## src/rtl/alu_mem_seq.sv

```systemverilog
// alu_mem_seq: command-sequenced Hack ALU over a small internal register memory.
// Optional macro FWD_EN: accept the next command during write-back (write-first read path).
module alu_mem_seq #(
  parameter int WIDTH  = 16,
  parameter int ADDR_W = 3
) (
  input  logic              clk,
  input  logic              rst_n,
  input  logic              cmd_valid,
  output logic              cmd_ready,
  input  logic [5:0]        cmd_ctrl,
  input  logic [ADDR_W-1:0] cmd_src_a,
  input  logic [ADDR_W-1:0] cmd_src_b,
  input  logic [ADDR_W-1:0] cmd_dst,
  input  logic              cmd_wb,
  input  logic              host_we,
  input  logic [ADDR_W-1:0] host_addr,
  input  logic [WIDTH-1:0]  host_wdata,
  output logic [WIDTH-1:0]  host_rdata,
  output logic              res_valid,
  output logic [WIDTH-1:0]  res_data,
  output logic              res_zr,
  output logic              res_ng,
  output logic              busy
);

  localparam int DEPTH = 2**ADDR_W;

  typedef enum logic [2:0] {IDLE, RD_A, RD_B, EXEC, WB} state_t;

  state_t            state;
  logic [5:0]        ctrl_q;
  logic [ADDR_W-1:0] src_a_q;
  logic [ADDR_W-1:0] src_b_q;
  logic [ADDR_W-1:0] dst_q;
  logic              wb_q;
  logic [WIDTH-1:0]  op_a;
  logic [WIDTH-1:0]  rd_data;
  logic [WIDTH-1:0]  mem [DEPTH];

  logic [ADDR_W-1:0] rd_addr;
  logic [ADDR_W-1:0] wr_addr;
  logic [WIDTH-1:0]  wr_data;
  logic              wr_en;
  logic              accept;
  logic [WIDTH-1:0]  alu_x;
  logic [WIDTH-1:0]  alu_y;
  logic [WIDTH-1:0]  alu_o;

`ifdef FWD_EN
  assign cmd_ready = rst_n && !host_we && (state == IDLE || state == WB);
`else
  assign cmd_ready = rst_n && !host_we && (state == IDLE);
`endif
  assign accept = cmd_valid && cmd_ready;
  assign busy   = (state != IDLE);

  // Single write port shared by host (IDLE only) and result write-back (WB only).
  always_comb begin
    rd_addr = (state == RD_B) ? src_b_q : src_a_q;
    wr_en   = 1'b0;
    wr_addr = host_addr;
    wr_data = host_wdata;
    if (rst_n && state == IDLE && host_we) begin
      wr_en = 1'b1;
    end else if (rst_n && state == WB && wb_q) begin
      wr_en   = 1'b1;
      wr_addr = dst_q;
      wr_data = res_data;
    end
  end

  always_comb begin
    alu_x = ctrl_q[5] ? '0 : op_a;
    if (ctrl_q[4]) alu_x = ~alu_x;
    alu_y = ctrl_q[3] ? '0 : rd_data;
    if (ctrl_q[2]) alu_y = ~alu_y;
    alu_o = ctrl_q[1] ? (alu_x + alu_y) : (alu_x & alu_y);
    if (ctrl_q[0]) alu_o = ~alu_o;
  end

  // Memory array is deliberately outside the reset domain so contents survive rst_n.
  always_ff @(posedge clk) begin
    if (wr_en) mem[wr_addr] <= wr_data;
`ifdef FWD_EN
    rd_data <= (wr_en && wr_addr == rd_addr) ? wr_data : mem[rd_addr];
`else
    rd_data <= mem[rd_addr];
`endif
  end

  always_ff @(posedge clk or negedge rst_n) begin
    if (!rst_n) begin
      state      <= IDLE;
      ctrl_q     <= '0;
      src_a_q    <= '0;
      src_b_q    <= '0;
      dst_q      <= '0;
      wb_q       <= 1'b0;
      op_a       <= '0;
      res_valid  <= 1'b0;
      res_data   <= '0;
      res_zr     <= 1'b0;
      res_ng     <= 1'b0;
      host_rdata <= '0;
    end else begin
      res_valid <= 1'b0;
      case (state)
        IDLE: begin
          host_rdata <= mem[host_addr];
          if (accept) state <= RD_A;
        end
        RD_A: state <= RD_B;
        RD_B: begin
          op_a  <= rd_data;
          state <= EXEC;
        end
        EXEC: begin
          res_data  <= alu_o;
          res_zr    <= (alu_o == '0);
          res_ng    <= alu_o[WIDTH-1];
          res_valid <= 1'b1;
          state     <= WB;
        end
        WB:      state <= accept ? RD_A : IDLE;
        default: state <= IDLE;
      endcase
      if (accept) begin
        ctrl_q  <= cmd_ctrl;
        src_a_q <= cmd_src_a;
        src_b_q <= cmd_src_b;
        dst_q   <= cmd_dst;
        wb_q    <= cmd_wb;
      end
    end
  end

endmodule

```

## config.mk

```make
export PLATFORM = sky130hd
export DESIGN_NAME = alu_mem_seq
export DESIGN_NICKNAME = d
export VERILOG_FILES = /design/src/rtl/alu_mem_seq.sv
export SDC_FILE = /design/constraint.sdc
export NUM_CORES = 1
export LEC_CHECK = 0
export BUFFER_PORTS_ARGS = -buffer_cell sky130_fd_sc_hd__buf_2
export CORE_UTILIZATION = 50
export DETAILED_ROUTE_END_ITERATION = 12
export PLACE_DENSITY_LB_ADDON = 0.2
export SLEW_MARGIN = 20
export SYNTH_ARGS = -nofsm -noshare
export SYNTH_HDL_FRONTEND = slang
export SYNTH_SLANG_ARGS = --single-unit
```

## constraint.sdc

```tcl
create_clock -name clk -period 12.1 [get_ports clk]
set_input_delay 1.21 -clock clk [delete_from_list [all_inputs] [get_ports clk]]
set_output_delay 1.21 -clock clk [all_outputs]
set_load 0.01 [all_outputs]
```

-- Word level (Yosys, flattened, before mapping)
Memory sizes are Yosys's and may differ from the RTL's. A register that Yosys moved wholly into a read port is not among the register bits.
Index checks and enable logic that the tools add are counted.
- output and inout port bits: 37
- logic and storage cells: 53
- register bits: 54
- bits in writable memories: 128
- memory bits (read-only): 0
- memories: 1
- latch bits: 0
- input port bits: 39
- add/sub/neg operators: 1
- mux-type cells: 19
- shifts and indexed selects: 0
- magnitude comparators: 0
- multiply operators: 0
- divide/modulo/power cells: 0
- bitwise logic cells: 4
- reductions and logical operators: 12
- equality and inequality tests: 5
- memory list (name ; words ; width ; rd ports ; clocked after memory_dff ; wr ports ; line ; text):
    mem ; 8 ; 16 ; 2 ; 2 ; 1 ; 39 ; logic [WIDTH-1:0] mem [DEPTH];
- operators by type and width (cell ; number):
    16-bit 2-to-1 mux ; 8
    16-bit inverter ; 3
    16-bit adder ; 1
    16-bit bitwise AND ; 1
    16-bit logical NOT ; 1
    3-bit case mux with 5 select lines ; 1
    3-bit 2-to-1 mux ; 4
    1-bit logical AND ; 7
    3-bit by 2-bit equality test with 1-bit output (second input constant) ; 2
    1-bit 2-to-1 mux ; 6
    3-bit by 1-bit equality test with 1-bit output (second input constant) ; 1
    3-bit equality test (second input constant) ; 1
    3-bit logical NOT ; 1
    3-bit nonzero test ; 1
    1-bit logical NOT ; 2
    2-bit != test (second input constant) ; 1

-- Depth between registers and ports, before layout
Gate-level depths: netlist (run 1).
- word-level depth: 8
- gate-level depth with buffers: 13
- gate-level depth less buffers: 12

-- Least setup slack after synthesis (run 1)
Ideal clock, no wire load.
- path kind: register to register
- start point: register ctrl_q[2]
- end point: register res_zr
- path buffers: 2
- arrival time: 3.682 ns
- period minus slack after synthesis: 3.774 ns
- path slack: 8.326 ns
- stages on the path, launching flop included: 13
- data required time: 12.008 ns
- library setup time: 0.092 ns
- path through: dfrtp_1 clkbuf_1 clkbuf_1 xnor2_1 ha_1 a211oi_4 o21ai_2 a311o_1 and4b_4 or4_4 a2111oi_2 nand4_1 o31ai_2
- word-level cells in the longest chain between the ends: 6
- elaborated cells between the ends (all ways): 7
- classes of those cells: add/sub (1); mux (3); bitwise (2); reduce/logical (1)
- RTL lines (what ; line ; text):
    start, declared ; 32 ; logic [5:0] ctrl_q;
    start signal, assigned ; 129 ; ctrl_q <= cmd_ctrl;
    16-bit 2-to-1 mux * ; 77 ; if (ctrl_q[2]) alu_y = ~alu_y;
    16-bit adder or 16-bit bitwise AND (tied branches) ; 78 ; alu_o = ctrl_q[1] ? (alu_x + alu_y) : (alu_x & alu_y);
    16-bit 2-to-1 mux * ; 78 ;
    16-bit inverter ; 79 ; if (ctrl_q[0]) alu_o = ~alu_o;
    16-bit 2-to-1 mux * ; 79 ;
    16-bit logical NOT * ; 120 ; res_zr <= (alu_o == '0);
    end signal, assigned ; 120 ;
    end, declared ; 22 ; output logic res_zr,
Mark *: on every way between the ends. The rest lies on a longest branch, timed or not.
A chain may end at the register's enable or synchronous reset.

-- Final worst setup path (run 1)
Same ends and word-level chain as after synthesis.

==> results of run 1 <==
-- state kept, by name, indices dropped and copies added, names as in the netlist --
register,flops
state,3
res_data,16
op_a,16
wb_q,1
src_b_q,3
rd_data,16
res_valid,1
src_a_q,3
dst_q,3
mem,128
res_zr,1
host_rdata,16
ctrl_q,6
-- layout make-up --
| type | instances | area (sq um) | area share |
|---|---|---|---|
| clock buffer | 30 | 643 | 0.0523 |
| clock inverter | 14 | 148 | 0.0120 |
| inverter | 15 | 56.3 | 0.00458 |
| multi-input combinational | 499 | 4750 | 0.387 |
| sequential | 213 | 5890 | 0.479 |
| tap | 275 | 344 | 0.0280 |
| timing repair buffer | 85 | 453 | 0.0369 |
-- cells in the final DEF (no fill, tap or decap), drive strengths merged, types with 3 or more instances in the layout --
| cell type | count |
|---|---|
| nand2 | 36 |
| a211o | 4 |
| o211ai | 8 |
| dfrtp | 69 |
| o221ai | 3 |
| o31ai | 3 |
| o22ai | 3 |
| a21oi | 31 |
| buf | 85 |
| nor3 | 15 |
| nor3b | 10 |
| a31oi | 5 |
| nand3 | 13 |
| mux4 | 64 |
| nor4 | 3 |
| ha | 16 |
| nand3b | 11 |
| a211oi | 5 |
| clkinv | 10 |
| nand2b | 39 |
| and3 | 6 |
| clkbuf | 30 |
| mux2 | 66 |
| inv | 15 |
| xor2 | 7 |
| mux2i | 22 |
| dfxtp | 16 |
| xnor2 | 37 |
| o21ai | 23 |
| nor2 | 40 |
| edfxtp | 128 |
| nand4 | 3 |
-- final timing paths --
| check | start | endpoint | slack [ps] | cells past startpoint |
|---|---|---|---|---|
| setup / recovery | ctrl_q[2] | res_zr | 8100 | 11 |
| hold / removal | res_zr | res_zr | 490 | 2 |
| setup reg to reg | ctrl_q[2] | res_zr | 8100 | 11 |
| hold reg to reg | res_zr | res_zr | 490 | 2 |
| max in group asynchronous | rst_n | res_data[12] | 10610 | 1 |
| min in group asynchronous | rst_n | host_rdata[4] | 830 | 1 |
-- critical path, stage by stage (launching register included) --
cell and delay [ps]:
dfrtp_1 870, xnor2_1 160, ha_1 330, fa_1 520, a211oi_1 360, o21ai_0 230
nor3b_1 210, nor4_1 340, o221ai_1 210, a2111oi_2 320, nand4_1 170, o31ai_2 180
-- power by group through the flow --
stage	clock, mW	combinational, mW	sequential [mW]
finish	0.713	2.14	1.08
detailed placement	0	2.13	1.09
global placement	0	2.08	1.09
CTS	0.725	2.14	1.08
global route	0.757	2.35	1.10
floorplan	0	1.67	1.03
-- cell families (layout without fill, tap and decap cells) --
family | count (synthesis) | after routing | share of synthesized area
AND/OR/NAND/NOR | 187 | 187 | 0.0938
XOR/XNOR | 44 | 44 | 0.0356
multiplexers | 152 | 152 | 0.222
AO/OA/AOI/OAI | 99 | 99 | 0.0607
adder cells (fa/ha/maj) | 17 | 17 | 0.0203
flip-flops | 213 | 213 | 0.544
buffers and inverters | 63 | 144 | 0.0240
-- routing by layer --
metal	vias to the layer above	share of wire	GRT usage
li1	3084	-	-
met1	3428	0.43	0.327
met2	243	0.48	0.367
met3	51	0.067	0.0352
met4	0	0.024	0.0653
met5	-	0	0
-- through the flow --
| stage | hold slack [ps] | instance area (sq um) | setup slack, ps | instances | util |
|---|---|---|---|---|---|
| floorplan | 464 | 10800 | 8330 | 775 | - |
| global placement | 479 | 11500 | 7620 | 1087 | 0.543 |
| detailed placement | 479 | 11500 | 7460 | 1087 | 0.543 |
| CTS | 491 | 12300 | 8000 | 1131 | 0.580 |
| global route | 509 | 12300 | 7760 | 1131 | 0.581 |
| finish | 490 | 12300 | 8100 | 1131 | 0.581 |
==> impl_metrics.env, run 1 <==
export IMPL_status="complete, no violations"
export IMPL_clock_sinks=213
export IMPL_syn_area_per_cell_sq_um=14.0
export IMPL_cts_buffer_depth=3
export IMPL_ys_top_cells_by_area="edfxtp_1 (35%), dfrtp_1 (16%), mux4_2 (13%), mux2_2 (6.9%), xnor2_1 (3.0%)"
export IMPL_ys_ff_latch=213
export IMPL_drt_wl_total_um=24700
export IMPL_cellLeakagePower_nw=4.53
export IMPL_crit_type="register to register"
export IMPL_drc=0
export IMPL_antenna_cells=0
export IMPL_setup_violations=0
export IMPL_post_dp_hpwl_um=16200
export IMPL_slew_violations=0
export IMPL_clkLatencyLatePin_ps=540
export IMPL_grtUsageTotal=0.229
export IMPL_power_frac_comb=0.544
export IMPL_fill_cells=1697
export IMPL_final_min_clock_period_ps=4000
export IMPL_routedWlPerCell_um=21.8
export IMPL_synthArstFlopShare=0.324
export IMPL_ctsHoldBuffers=0
export IMPL_start_util=0.512
export IMPL_cts_buffers=24
export IMPL_drv_cap=0
export IMPL_power_switching_mw=1.61
export IMPL_synthCells=775
export IMPL_synth_most_common_cell="edfxtp_1"
export IMPL_rsz0062_at_grt="no"
export IMPL_ys_warnings_count=0
export IMPL_power_mw=3.93
export IMPL_gp_congestion=0.896
export IMPL_grt_max_degree=73
export IMPL_yosysSeqAreaShare=0.544
export IMPL_antenna_found_initial=2
export IMPL_synth_common_cells="edfxtp_1 (128), dfrtp_1 (69), mux2_2 (66)"
export IMPL_max_freq_mhz=250
export IMPL_post_cts_buffers=0
export IMPL_syn_to_final_growth_pct=13.4
export IMPL_hold_viol_final=0
export IMPL_cts_tree="yes"
export IMPL_grt_pass1_wl_um=38400
export IMPL_synth_ff_type="edfxtp_1"
export IMPL_path_max_fanout=17
export IMPL_end_kind="register"
export IMPL_ir_worst_vdd_v=0.000145
export IMPL_dr_pass1_iters=5
export IMPL_fp_dieH_um=149
export IMPL_sequentialPowerShare=0.275
export IMPL_critPathArrivalTime_ps=4420
export IMPL_setup_worst_path_start_class="register"
export IMPL_via_per_inst=6.02
export IMPL_synth_distinct_cells=60
export IMPL_grt_pass1_vias=6826
export IMPL_portBuffers=75
export IMPL_ant_nets=0
export IMPL_finClkSkew_ps=28.5
export IMPL_required_ps=12530
export IMPL_ctsResizeCount=0
export IMPL_nNetsFinal=894
export IMPL_drive_gt1_frac=0.324
export IMPL_dieWidth_um=149
export IMPL_cts_root_buf="clkbuf_16"
export IMPL_yosysTopAreaCellShare=0.355
export IMPL_power_density_nw_per_um2=320
export IMPL_switching_share=0.410
export IMPL_io_pins=76
export IMPL_yosys_area_top_type="edfxtp_1"
export IMPL_die_area_sq_um=22300
export IMPL_rows=53
export IMPL_synth_edf_count=128
export IMPL_syn_area_sq_um=10800
export IMPL_internal_power_mw=2.32
export IMPL_coreArea_sq_um=21200
export IMPL_num_vias=6806
export IMPL_clk_pin_slew_ps=50
export IMPL_tightestPinTransition_ps=1050
export IMPL_hold_path_class="register to register"
export IMPL_cts_htree_levels=1
export IMPL_finalSetupTns_ps=0
export IMPL_p_clk_frac=0.181
export IMPL_fin_crit_sh=0.330
export IMPL_relSlewSlack=0.296
export IMPL_overflow=0
export IMPL_drt_initial_drc_count=495
export IMPL_synth_fp_nets=831
No activity file was read; power rests on OpenSTA's default activity.
==> inputs of run 2 (changes only) <==
Clock period 12.1 ns to 3.5 ns, I/O delays scaled along.
==> run 2 against run 1 <==
Largest cell class unchanged. Cell count rose by 3.9%. Utilization rose by 2.3 points. Cell area rose by 4.0%. Sequential share of layout area fell by 1.9 points. Highest routed layer unchanged. Routed wire length rose by 7.8%. Global-route usage rose by 1.8 points. Clock power rose to 3.5 times the previous value. Via count rose by 2.7%. Hold slack got worse by 430 ps. Critical path depth rose by 1. Non-clock buffer count rose by 44. Combinational power rose to 4.1 times the previous value.
==> impl_metrics.env, run 2 (synthesized netlist as in run 1, its figures left out) <==
export IMPL_portBuffers=75
export IMPL_coreArea_sq_um=21200
export IMPL_switching_share=0.402
export IMPL_reg2reg_slack_ps=140
export IMPL_layoutNonFillerInstCount=1175
export IMPL_overflow=0
export IMPL_status="complete, no violations"
export IMPL_via_per_inst=5.95
export IMPL_final_min_clock_period_ps=3360
export IMPL_critPathTopFamily="simple AND/OR/NAND/NOR gates"
export IMPL_drt_wl_total_um=26600
export IMPL_routedWlPerCell_um=22.6
export IMPL_io_pins=76
export IMPL_setup_worst_path_start_class="register"
export IMPL_dr_pass1_iters=5
export IMPL_dp_cells=1125
export IMPL_path_max_fanout=13
export IMPL_num_vias=6991
export IMPL_dieWidth_um=149
export IMPL_largest_reg_flops=128
export IMPL_drive_gt1_frac=0.363
export IMPL_drv_cap=0
export IMPL_power_switching_mw=6.03
export IMPL_relSlewSlack=0.356
export IMPL_cts_root_buf="clkbuf_16"
export IMPL_gp_congestion=0.886
export IMPL_antenna_found_initial=0
export IMPL_drc=0
export IMPL_regMostFlops="mem"
export IMPL_rows=53
export IMPL_max_freq_mhz=298
export IMPL_slew_violations=0
export IMPL_cts_buffer_depth=3
export IMPL_syn_to_final_growth_pct=18.0
export IMPL_timing_hold_ws_ps=56.1
export IMPL_post_dp_hpwl_um=18400
export IMPL_hold_viol_final=0
export IMPL_power_density_nw_per_um2=1170
export IMPL_ir_worst_vdd_v=0.000479
export IMPL_clk_pin_slew_ps=60
export IMPL_critPathBufInv=1
export IMPL_final_cell_mix="edfxtp_1 (128), buf_2 (74), dfrtp_1 (68)"
export IMPL_grt_pass1_wl_um=41600
export IMPL_hold_path_class="input port to register"
export IMPL_whs_path_depth=2
export IMPL_antenna_cells=0
export IMPL_fill_cells=1634
export IMPL_cts_tree="yes"
export IMPL_start_util=0.512
export IMPL_internal_power_mw=8.98
export IMPL_grt_pass1_vias=7257
export IMPL_setup_violations=0
export IMPL_critPathArrivalTime_ps=3780
export IMPL_nNetsFinal=938
export IMPL_cts_buffers=24
export IMPL_path_depth=12
export IMPL_fin_crit_sh=0.960
export IMPL_ant_nets=0
export IMPL_clock_sinks=213
export IMPL_die_area_sq_um=22300
export IMPL_clkLatencyLatePin_ps=520
export IMPL_power_frac_comb=0.585
export IMPL_cellLeakagePower_nw=4.81
export IMPL_slowest_stage="or4_4"
export IMPL_required_ps=3920
export IMPL_end_kind="register"
export IMPL_crit_type="register to register"
export IMPL_fp_dieH_um=149
export IMPL_slowest_delay_ps=510
export IMPL_cts_htree_levels=1
export IMPL_reg2reg_depth=12
export IMPL_grt_max_degree=55
export IMPL_grtUsageTotal=0.248
export IMPL_p_clk_frac=0.169
export IMPL_final_common_cell="edfxtp_1"
export IMPL_drt_initial_drc_count=600
export IMPL_path_cells="buf_6 > nand2b_1 > xnor2_1 > ha_1 > nand3_1 > o211ai_1 > a311o_1 > and4b_4 > or4_4 > a2111oi_4 > nand4_1 > o31ai_2"
export IMPL_tightestPinTransition_ps=964
export IMPL_sequentialPowerShare=0.246
export IMPL_finClkSkew_ps=21.8
[run 2: repair_timing]
action | in CTS | in global routing
pin swaps | 0 | 9
hold buffers | 1 | 0
gates resized for setup | 2 | 24
hold endpoints to repair | 15 | 0
endpoints found under the setup margin | 1 | 2
setup buffers | 0 | 5
[run 2: layout make-up]
type | count | area [sq um] | share of cell area
clock buffer | 33 | 687 | 0.0537
clock inverter | 11 | 110 | 0.00861
inverter | 15 | 56.3 | 0.00440
multi-input combinational | 499 | 4850 | 0.380
sequential | 213 | 5890 | 0.461
tap | 275 | 344 | 0.0269
timing repair buffer | 129 | 843 | 0.0660
[run 2: layer usage]
metal | part of all wire | global-route usage | up-vias
li1 | - | - | 3181
met5 | 0 | 0 | -
met3 | 0.056 | 0.0257 | 31
met4 | 0.014 | 0.0566 | 0
met2 | 0.50 | 0.419 | 202
met1 | 0.43 | 0.346 | 3577
[run 2: metrics by stage]
step / util / setup WS, ps / TNS (ps) / cell area [sq um] / power (mW)
floorplan: - / 73.8 / 0 / 10800 / 9.38
global placement: 0.558 / 75.1 / 0 / 11800 / 11.8
detailed placement: 0.558 / 8.21 / 0 / 11800 / 11.9
CTS: 0.596 / 29.4 / 0 / 12600 / 14.5
global route: 0.604 / -2.94 / -2.94 / 12800 / 16.0
finish: 0.604 / 139 / 0 / 12800 / 15.0
[run 2: final timing paths]
check	startpoint	to
max	ctrl_q[3]	res_zr
min	cmd_ctrl[0]	ctrl_q[0]
max reg2reg	ctrl_q[3]	res_zr
min reg2reg	rd_data[11]	op_a[11]
max in group asynchronous	rst_n	ctrl_q[2]
min in group asynchronous	rst_n	res_data[4]
[run 2: worst reg2reg max path: stages, from the launching register on]
cell	delay, ps
dfrtp_1	420
buf_6	160
nand2b_1	150
xnor2_1	140
ha_1	390
nand3_1	130
o211ai_1	100
a311o_1	390
and4b_4	240
or4_4	510
a2111oi_4	290
nand4_1	140
o31ai_2	230
[run 2: power groups by stage]
| stage | clock [mW] | combinational (mW) | sequential [mW] |
|---|---|---|---|
| after floorplan | 0 | 5.80 | 3.58 |
| after global placement | 0 | 8.07 | 3.69 |
| after detailed placement | 0 | 8.18 | 3.72 |
| after CTS | 2.56 | 8.27 | 3.68 |
| after global routing | 2.66 | 9.58 | 3.76 |
| final | 2.53 | 8.79 | 3.70 |
==> inputs of run 3 (changes only) <==
--- a/config.mk
+++ b/config.mk
@@ -10,2 +10,3 @@
 export DETAILED_ROUTE_END_ITERATION = 12
+export HOLD_SLACK_MARGIN = 0.06
 export PLACE_DENSITY_LB_ADDON = 0.2
==> constraint.sdc (replaced) <==
create_clock -name clk -period 3.5 [get_ports clk]
set_input_delay 0 -clock clk [delete_from_list [all_inputs] [get_ports clk]]
set_output_delay 0 -clock clk [all_outputs]
set_load 0.01 [all_outputs]
==> run 3 against run 2 <==
Total power decreased by 3.1%. Hold slack improved by 120 ps. Critical endpoint unchanged. Critical path depth decreased by 1. Worst setup slack improved by 16 ps. First-iteration DRC count decreased by 26%.
==> impl_metrics.env, run 3 (synthesized netlist as in run 1, its figures left out) <==
export IMPL_status="complete, no violations"
export IMPL_final_common_cell="edfxtp_1"
export IMPL_slowest_stage="or4_4"
export IMPL_rsz0062_at_grt="no"
export IMPL_fin_crit_sh=0.956
export IMPL_drv_cap=0
export IMPL_drt_wl_total_um=26700
export IMPL_antenna_found_initial=0
export IMPL_reg2reg_depth=11
export IMPL_ir_worst_vdd_v=0.000490
export IMPL_final_min_clock_period_ps=3350
export IMPL_setup_violations=0
export IMPL_cts_root_buf="clkbuf_16"
export IMPL_dp_cells=1126
export IMPL_path_cells="nand2b_1 > xnor2_1 > ha_1 > a21oi_1 > o21ai_2 > a311o_1 > and4b_4 > or4_4 > a2111oi_4 > nand4_1 > o31ai_2"
export IMPL_dpl_worst_slack_ps=87.1
export IMPL_grtUsageTotal=0.249
export IMPL_overflow=0
export IMPL_coreArea_sq_um=21200
export IMPL_max_freq_mhz=299
export IMPL_syn_to_final_growth_pct=19.6
export IMPL_required_ps=3940
export IMPL_relSlewSlack=0.343
export IMPL_path_max_fanout=6
export IMPL_ant_nets=0
export IMPL_tightestPinTransition_ps=983
export IMPL_cts_buffers=24
export IMPL_placed_area_sq_um=11800
export IMPL_drive_gt1_frac=0.343
export IMPL_fill_cells=1627
export IMPL_grt_max_degree=39
export IMPL_cts_tree="yes"
export IMPL_io_pins=76
export IMPL_post_dp_hpwl_um=18100
export IMPL_fin_area_sq_um=13000
export IMPL_largest_reg_flops=128
export IMPL_die_area_sq_um=22300
export IMPL_dr_pass1_iters=4
export IMPL_fp_dieH_um=149
export IMPL_slowest_delay_ps=500
export IMPL_gp_congestion=0.918
export IMPL_clkLatencyLatePin_ps=540
export IMPL_layoutNonFillerInstCount=1205
export IMPL_end_kind="register"
export IMPL_start_util=0.512
export IMPL_setup_slack_ps=155
export IMPL_setup_worst_path_start_class="register"
export IMPL_clk_pin_slew_ps=60
export IMPL_rows=53
export IMPL_hold_path_class="input port to asynchronous set/reset pin"
export IMPL_drc=0
export IMPL_final_cell_mix="edfxtp_1 (128), buf_2 (74), dfrtp_1 (68)"
export IMPL_cts_htree_levels=1
export IMPL_cellLeakagePower_nw=4.89
export IMPL_antenna_cells=0
export IMPL_drt_initial_drc_count=445
export IMPL_finish_utilization=0.612
export IMPL_power_mw=14.6
export IMPL_clock_sinks=213
export IMPL_power_density_nw_per_um2=1120
export IMPL_finClkSkew_ps=22.2
export IMPL_regMostFlops="mem"
export IMPL_grt_pass1_vias=7305
export IMPL_hold_viol_final=0
export IMPL_critPathArrivalTime_ps=3780
export IMPL_num_vias=7100
export IMPL_nNetsFinal=968
export IMPL_via_per_inst=5.89
export IMPL_finalSetupTns_ps=0
export IMPL_crit_type="register to register"
export IMPL_slew_violations=0
export IMPL_portBuffers=75
export IMPL_routedWlPerCell_um=22.1
export IMPL_dieWidth_um=149
export IMPL_cts_buffer_depth=3
export IMPL_grt_pass1_wl_um=41400
export IMPL_timing_hold_ws_ps=181
run 3: cell count changes in the layout (fill, tap and decap cells not counted), moves of 4 or more:
cell	delta
clkinv_2	+4
ha_1	+4
dlygate4sd3_1	+33
clkinv_1	-4
run 3: per-layer routing:
layer | global-route usage | share of wire | up-vias
li1 | - | - | 3245
met1 | 0.335 | 0.43 | 3601
met2 | 0.422 | 0.50 | 210
met3 | 0.0352 | 0.049 | 44
met4 | 0.0673 | 0.021 | 0
met5 | 0 | 0 | -
run 3: repair_timing:
action / in CTS / in global routing
hold buffers: 34 / 0
setup buffers: 0 / 1
hold endpoints to repair: 193 / 0
gates resized for setup: 0 / 12
setup endpoints to repair: 0 / 2
run 3: final cells by class:
class                           count  area (sq um)  share of cell area
Tap cell                          275           344              0.0266
Multi-Input combinational cell    499          4780               0.369
Clock inverter                     14           140              0.0108
Inverter                           15          56.3             0.00435
Timing Repair Buffer              159          1110              0.0857
Sequential cell                   213          5890               0.455
Clock buffer                       30           633              0.0489
run 3: where the power goes:
group	internal, mW	switching, mW
Combinational	3.98	4.45
Clock	1.38	1.05
Sequential	3.23	0.458
run 3: worst paths after layout:
path | endpoint | slack (ps) | start
max | res_zr | 150 | ctrl_q[3]
max in group asynchronous | res_data[15] | 2420 | rst_n
max reg2reg | res_zr | 150 | ctrl_q[3]
min reg2reg | res_zr | 490 | res_zr
min | ctrl_q[2] | 180 | rst_n
min in group clk | host_rdata[4] | 180 | host_addr[2]
run 3: critical path, delay by kind of cell (launching register included):
| family | cells | cell delay [ps] |
|---|---|---|
| xor gates and xnor gates | 1 | 130 |
| AOI/OAI and AO/OA | 5 | 1280 |
| adders and majority gates | 1 | 410 |
| and+or+nand+nor | 4 | 1040 |
| DFF | 1 | 410 |
